--- src/rtl/axi4lite_slave_regbank.sv ---
// AXI4-Lite slave exposing G_NB_REGS byte-strobed read/write registers.
// Independent write and read FSMs, all AXI outputs registered.
module axi4lite_slave_regbank #(
    parameter int G_AXI4_LITE_ADDR_WIDTH = 32,
    parameter int G_AXI4_LITE_DATA_WIDTH = 32,
    parameter int G_NB_REGS              = 16
) (
    input  logic                                     clk,
    input  logic                                     rst_n,
    input  logic                                     awvalid,
    input  logic [G_AXI4_LITE_ADDR_WIDTH-1:0]        awaddr,
    input  logic [2:0]                               awprot,
    output logic                                     awready,
    input  logic                                     wvalid,
    input  logic [G_AXI4_LITE_DATA_WIDTH-1:0]        wdata,
    input  logic [G_AXI4_LITE_DATA_WIDTH/8-1:0]      wstrb,
    output logic                                     wready,
    output logic                                     bvalid,
    output logic [1:0]                               bresp,
    input  logic                                     bready,
    input  logic                                     arvalid,
    input  logic [G_AXI4_LITE_ADDR_WIDTH-1:0]        araddr,
    input  logic [2:0]                               arprot,
    output logic                                     arready,
    output logic                                     rvalid,
    output logic [G_AXI4_LITE_DATA_WIDTH-1:0]        rdata,
    output logic [1:0]                               rresp,
    input  logic                                     rready,
    output logic [G_NB_REGS*G_AXI4_LITE_DATA_WIDTH-1:0] regs_o
);

    localparam int AW  = G_AXI4_LITE_ADDR_WIDTH;
    localparam int DW  = G_AXI4_LITE_DATA_WIDTH;
    localparam int SW  = DW / 8;
    localparam int OFS = $clog2(SW);
    localparam int IW  = AW - OFS;
    localparam logic [IW-1:0] NB = IW'(G_NB_REGS);
    localparam logic [1:0] RESP_OKAY   = 2'b00;
    localparam logic [1:0] RESP_SLVERR = 2'b10;

    typedef enum logic [1:0] {W_IDLE, W_WAIT_W, W_WAIT_AW, W_RESP} w_state_t;
    typedef enum logic {R_IDLE, R_RESP} r_state_t;

    logic [G_NB_REGS-1:0][DW-1:0] regs;

    // write path
    w_state_t       w_state, w_state_n;
    logic           awready_n, wready_n, bvalid_n;
    logic [1:0]     bresp_n;
    logic [AW-1:0]  aw_addr_q, aw_addr_n;
    logic [DW-1:0]  w_data_q, w_data_n;
    logic [SW-1:0]  w_strb_q, w_strb_n;
    logic           wr_en;
    logic [AW-1:0]  wr_addr;
    logic [DW-1:0]  wr_data;
    logic [SW-1:0]  wr_strb;
    logic [IW-1:0]  wr_idx;
    logic           aw_hs, w_hs;

    assign aw_hs  = awvalid & awready;
    assign w_hs   = wvalid & wready;
    assign wr_idx = wr_addr[AW-1:OFS];

    always_comb begin
        w_state_n = w_state;
        awready_n = awready;
        wready_n  = wready;
        bvalid_n  = bvalid;
        bresp_n   = bresp;
        aw_addr_n = aw_addr_q;
        w_data_n  = w_data_q;
        w_strb_n  = w_strb_q;
        wr_en     = 1'b0;
        wr_addr   = aw_addr_q;
        wr_data   = w_data_q;
        wr_strb   = w_strb_q;
        case (w_state)
            W_IDLE: begin
                awready_n = 1'b1;
                wready_n  = 1'b1;
                if (aw_hs && w_hs) begin
                    wr_en   = 1'b1;
                    wr_addr = awaddr;
                    wr_data = wdata;
                    wr_strb = wstrb;
                end else if (aw_hs) begin
                    aw_addr_n = awaddr;
                    awready_n = 1'b0;
                    w_state_n = W_WAIT_W;
                end else if (w_hs) begin
                    w_data_n  = wdata;
                    w_strb_n  = wstrb;
                    wready_n  = 1'b0;
                    w_state_n = W_WAIT_AW;
                end
            end
            W_WAIT_W: begin
                if (w_hs) begin
                    wr_en   = 1'b1;
                    wr_data = wdata;
                    wr_strb = wstrb;
                end
            end
            W_WAIT_AW: begin
                if (aw_hs) begin
                    wr_en   = 1'b1;
                    wr_addr = awaddr;
                end
            end
            W_RESP: begin
                if (bready) begin
                    bvalid_n  = 1'b0;
                    awready_n = 1'b1;
                    wready_n  = 1'b1;
                    w_state_n = W_IDLE;
                end
            end
            default: w_state_n = W_IDLE;
        endcase
        // Both halves of the write are now known: commit and respond next cycle.
        if (wr_en) begin
            awready_n = 1'b0;
            wready_n  = 1'b0;
            bvalid_n  = 1'b1;
            bresp_n   = (wr_addr[AW-1:OFS] < NB) ? RESP_OKAY : RESP_SLVERR;
            w_state_n = W_RESP;
        end
    end

    always_ff @(posedge clk or negedge rst_n) begin
        if (!rst_n) begin
            w_state   <= W_IDLE;
            awready   <= 1'b0;
            wready    <= 1'b0;
            bvalid    <= 1'b0;
            bresp     <= RESP_OKAY;
            aw_addr_q <= '0;
            w_data_q  <= '0;
            w_strb_q  <= '0;
        end else begin
            w_state   <= w_state_n;
            awready   <= awready_n;
            wready    <= wready_n;
            bvalid    <= bvalid_n;
            bresp     <= bresp_n;
            aw_addr_q <= aw_addr_n;
            w_data_q  <= w_data_n;
            w_strb_q  <= w_strb_n;
        end
    end

    // Out-of-range indices never match any i, so they modify nothing.
    always_ff @(posedge clk or negedge rst_n) begin
        if (!rst_n) begin
            regs <= '0;
        end else if (wr_en) begin
            for (int i = 0; i < G_NB_REGS; i++) begin
                if (wr_idx == IW'(i)) begin
                    for (int b = 0; b < SW; b++) begin
                        if (wr_strb[b]) regs[i][b*8 +: 8] <= wr_data[b*8 +: 8];
                    end
                end
            end
        end
    end

    assign regs_o = regs;

    // read path
    r_state_t       r_state, r_state_n;
    logic           arready_n, rvalid_n;
    logic [DW-1:0]  rdata_n, rd_val;
    logic [1:0]     rresp_n;
    logic [IW-1:0]  rd_idx;

    always_comb begin
        r_state_n = r_state;
        arready_n = arready;
        rvalid_n  = rvalid;
        rdata_n   = rdata;
        rresp_n   = rresp;
        rd_idx    = araddr[AW-1:OFS];
        rd_val    = '0;
        for (int i = 0; i < G_NB_REGS; i++) begin
            if (rd_idx == IW'(i)) rd_val = regs[i];
        end
        case (r_state)
            R_IDLE: begin
                arready_n = 1'b1;
                if (arvalid && arready) begin
                    arready_n = 1'b0;
                    rvalid_n  = 1'b1;
                    rdata_n   = rd_val;
                    rresp_n   = (rd_idx < NB) ? RESP_OKAY : RESP_SLVERR;
                    r_state_n = R_RESP;
                end
            end
            R_RESP: begin
                if (rready) begin
                    rvalid_n  = 1'b0;
                    arready_n = 1'b1;
                    r_state_n = R_IDLE;
                end
            end
            default: r_state_n = R_IDLE;
        endcase
    end

    always_ff @(posedge clk or negedge rst_n) begin
        if (!rst_n) begin
            r_state <= R_IDLE;
            arready <= 1'b0;
            rvalid  <= 1'b0;
            rdata   <= '0;
            rresp   <= RESP_OKAY;
        end else begin
            r_state <= r_state_n;
            arready <= arready_n;
            rvalid  <= rvalid_n;
            rdata   <= rdata_n;
            rresp   <= rresp_n;
        end
    end

    logic unused_ok;
    assign unused_ok = ^{awprot, arprot, wr_addr[OFS-1:0], araddr[OFS-1:0]};

endmodule
--- config.mk ---
export PLATFORM = sky130hd
export DESIGN_NAME = axi4lite_slave_regbank
export DESIGN_NICKNAME = d
export VERILOG_FILES = /design/src/rtl/axi4lite_slave_regbank.sv
export SDC_FILE = /design/constraint.sdc
export NUM_CORES = 1
export LEC_CHECK = 0
export ABC_AREA = 1
export BUFFER_PORTS_ARGS = -buffer_cell sky130_fd_sc_hd__buf_2
export CORE_MARGIN = 1
export CORE_UTILIZATION = 45
export DETAILED_ROUTE_END_ITERATION = 10
export PLACE_DENSITY = 0.7
export SYNTH_ARGS = -nofsm -noshare
export SYNTH_HDL_FRONTEND = slang
export SYNTH_SLANG_ARGS = --single-unit
--- constraint.sdc ---
create_clock -name clk -period 2.69 [get_ports clk]
set_clock_uncertainty 0.15 [all_clocks]
set_input_delay 0.1345 -clock clk [delete_from_list [all_inputs] [get_ports clk]]
set_output_delay 0.1345 -clock clk [all_outputs]
set_load 0.1 [all_outputs]
==> flow_summary.yaml <==
floorplanning:
  io_pins: 666
  fp-row-count: 97
  fp.dieH_um: 267.8
  coreArea_mm2: 0.06991
  chipWidth_um: 267.8
  start_util_pct: 45.47
  dieArea_mm2: 0.07170
sta:
  finalSetupViolCount: 513
  slew_viol_final: 0
  fmax_ghz: 0.3338
  slew-limit-headroom_pct: 52.22
  setup_ws_ns: -0.3058
  tightest_slew_ns: 0.7167
  rsz0062_at_grt: "true"
  period_share_pct: 111.4
  finalSetupTns_ns: -112.97
  layout_min_cycle_time_ns: 2.996
  finalHoldViolations: 0
worst_hold_path:
  hp-start: "awvalid"
  hold_path.class: "input pin to register"
  whs_path_depth: 6
  min_to: "aw_addr_q[16]"
synth:
  synth_ff_type: "dfrtp_1"
  synth_warnings: 0
  synth_area_mm2: 0.03179
  synth-edff-count: 0
  syn_inst: 4218
  synth_area_per_cell_um2: 7.536
  synthArstFlopShare_pct: 100.0
  ys_types: 43
  synth-seq-cells: 620
  synth-seq-area-share_pct: 48.81
layout:
  final_cell_area_mm2: 0.04368
  area_delta_synth_final_pct: 37.43
  drive_gt1_share_pct: 25.41
  fillers: 5938
  layout_common_cells: "nand2_1, buf_2, nand4_1, dfrtp_1, buf_4"
  instances_no_fill: 6138
  final_common_cell: "nand2_1"
  nNetsFinal: 5248
worst_setup_path:
  r2r_cells: 16
  cp_data_arrival_time_ns: 3.35
  reg2reg_slack_ns: -0.31
  startpoint: "w_state[1]"
  r2r_start: "w_state[1]"
  crit_required_ns: 3.05
  critPathKind: "register to register"
  crit_path_end_kind: "register"
  critPathMaxFanout: 16
  crit_path_start_kind: "register"
  crit-reg2reg-capture: "regs_o[19]"
pwr:
  leakage_nw: 23.34
  power_w: 0.03303
  peakVddDrop_uv: 942.5
  power_density_mw_per_mm2: 756.2
routing:
  via_per_inst: 5.887
  postRouteAntennaNets: 0
  avgRoutedWirePerCell_um: 22.69
  initialDrtViolationCount: 4210
  first_pass_iters: 7
  num_vias: 36140
  routed_wl_mm: 139.2
  remaining_drc_errors: 0
outcome:
  status: "finished, violations left"
  violations: "setup timing"
global_routing:
  grt_use_met3_pct: 9.237
  use_met2_pct: 59.06
  grt-busiest-layer: "met2"
  use_met1_pct: 46.38
  grt_max_degree: 73
  grt_overflow: 0
  antenna_found_initial: 7
  grt_usage_pct: 37.56
  grt_pass1_wl_mm: 204.0
  grt_pass1_vias: 33100
clock_tree:
  clock_path_buffers: 3
  cts_tree: "yes"
  clock_sinks: 620
  htreeDepth: 3
  cts_made_buffers: 71
  cts-root-buf: "clkbuf_16"
  insertion_delay_ns: 0.62
  clk_pin_slew_ns: 0.06
place:
  dp_hpwl_mm: 100.3
  place.gp.congestion: 0.9487
  placed_area_mm2: 0.03925
  placed_cells: 5887
  numPortBuffers: 653
run:
  cap_violations: 0
[timing repair]
item	CTS	global route
buffers inserted	15	9
gates cloned	6	3
pin swaps	26	18
resized for setup	112	24
hold buffers	82	0
endpoints found under the hold margin	704	0
endpoints found under the setup margin	512	513
[worst max-delay path, stage by stage, from the launching register on]
cell and delay, ns:
dfrtp_1 0.42, nor2_4 0.17, inv_2 0.09, nor2_8 0.17
nor2_4 0.08, buf_4 0.17, o22ai_2 0.18, o2111ai_1 0.17
nor2_2 0.23, nand2_2 0.10, buf_12 0.17, nor4_4 0.15
buf_6 0.17, buf_12 0.14, nand3_4 0.14, nand2_1 0.12
nand2_1 0.06
[synthesized netlist by cell type, types with 4 or more instances]
cell,count,area (µm²)
a21oi_1,13,65.06
a31oi_1,12,75.07
buf_1,22,82.58
buf_2,74,370.4
buf_6,4,45.04
clkbuf_1,219,822.0
dfrtp_1,620,15510
inv_1,223,837.1
mux2i_1,9,90.09
nand2_1,1627,6107
nand3_1,226,1131
nand3_4,4,70.07
nand4_1,642,4016
nor2_1,283,1062
nor2_2,13,81.33
nor3_1,15,75.07
nor3_2,4,40.04
o2111ai_1,4,35.03
o21ai_0,120,600.6
o21ai_1,4,20.02
o221ai_1,31,271.5
o22ai_1,15,93.84
[power by group]
part | internal (W) | leakage (nW) | switching, W
registers | 0.00985 | 8.54 | 0.000349
logic | 0.00423 | 13.6 | 0.00808
clock network | 0.00631 | 1.23 | 0.00421
[sequential cells by signal (all words and copies together) (netlist names)]
name	cells
w_data_q	32
arready	1
w_state	2
awready	1
bresp	1
rresp	1
w_strb_q	4
rvalid	1
wready	1
rdata	32
aw_addr_q	30
r_state	1
regs_o	512
bvalid	1
[kinds of logic (layout without fill, tap and decap cells)]
logic type      count (synthesis)  count (layout)  synth area share, %
buf+inv                       550            1522                6.916
other cells                     1               9              0.01180
simple gates                 2831            2831                40.12
flops                         620             620                48.81
mux                             9               9               0.2834
compound gates                207             207                3.858
[cell type report]
class	instances	area (µm²)	share of cell area (%)
Antenna cell	7	17.52	0.04010
Clock buffer	99	2043	4.677
Clock inverter	30	469.2	1.074
Inverter	228	858.3	1.965
Multi-Input combinational cell	3049	14690	33.63
Sequential cell	620	15520	35.54
Tap cell	940	1176	2.692
Timing Repair Buffer	1165	8906	20.39
[stage by stage]
step	hold slack [ns]	setup slack [ns]	util (%)
final	0.03183	-0.3058	62.49
after CTS	0.001411	-0.2970	62.09
after detailed placement	0.03146	-0.6147	56.14
after floorplan	-0.3111	-0.2694	-
after global routing	0.03455	-0.4017	62.49
after global placement	0.02554	-0.6047	56.14
[routing by layer]
layer	share of wire, %	vias to the layer above
li1	-	16070
met1	37	17280
met2	46	2246
met3	10	541
met4	6.9	2
met5	0.053	-
[worst max-delay path by stage]
stage                        to  slack, ns  cells after the start
floorplan            regs_o[64]      -0.27                     13
global placement    regs_o[292]      -0.60                     16
detailed placement  regs_o[295]      -0.61                     16
CTS                 regs_o[492]      -0.30                     15
global route        regs_o[266]      -0.40                     16
finish               regs_o[19]      -0.31                     16
Note: power is estimated with default switching activity, not from simulation.
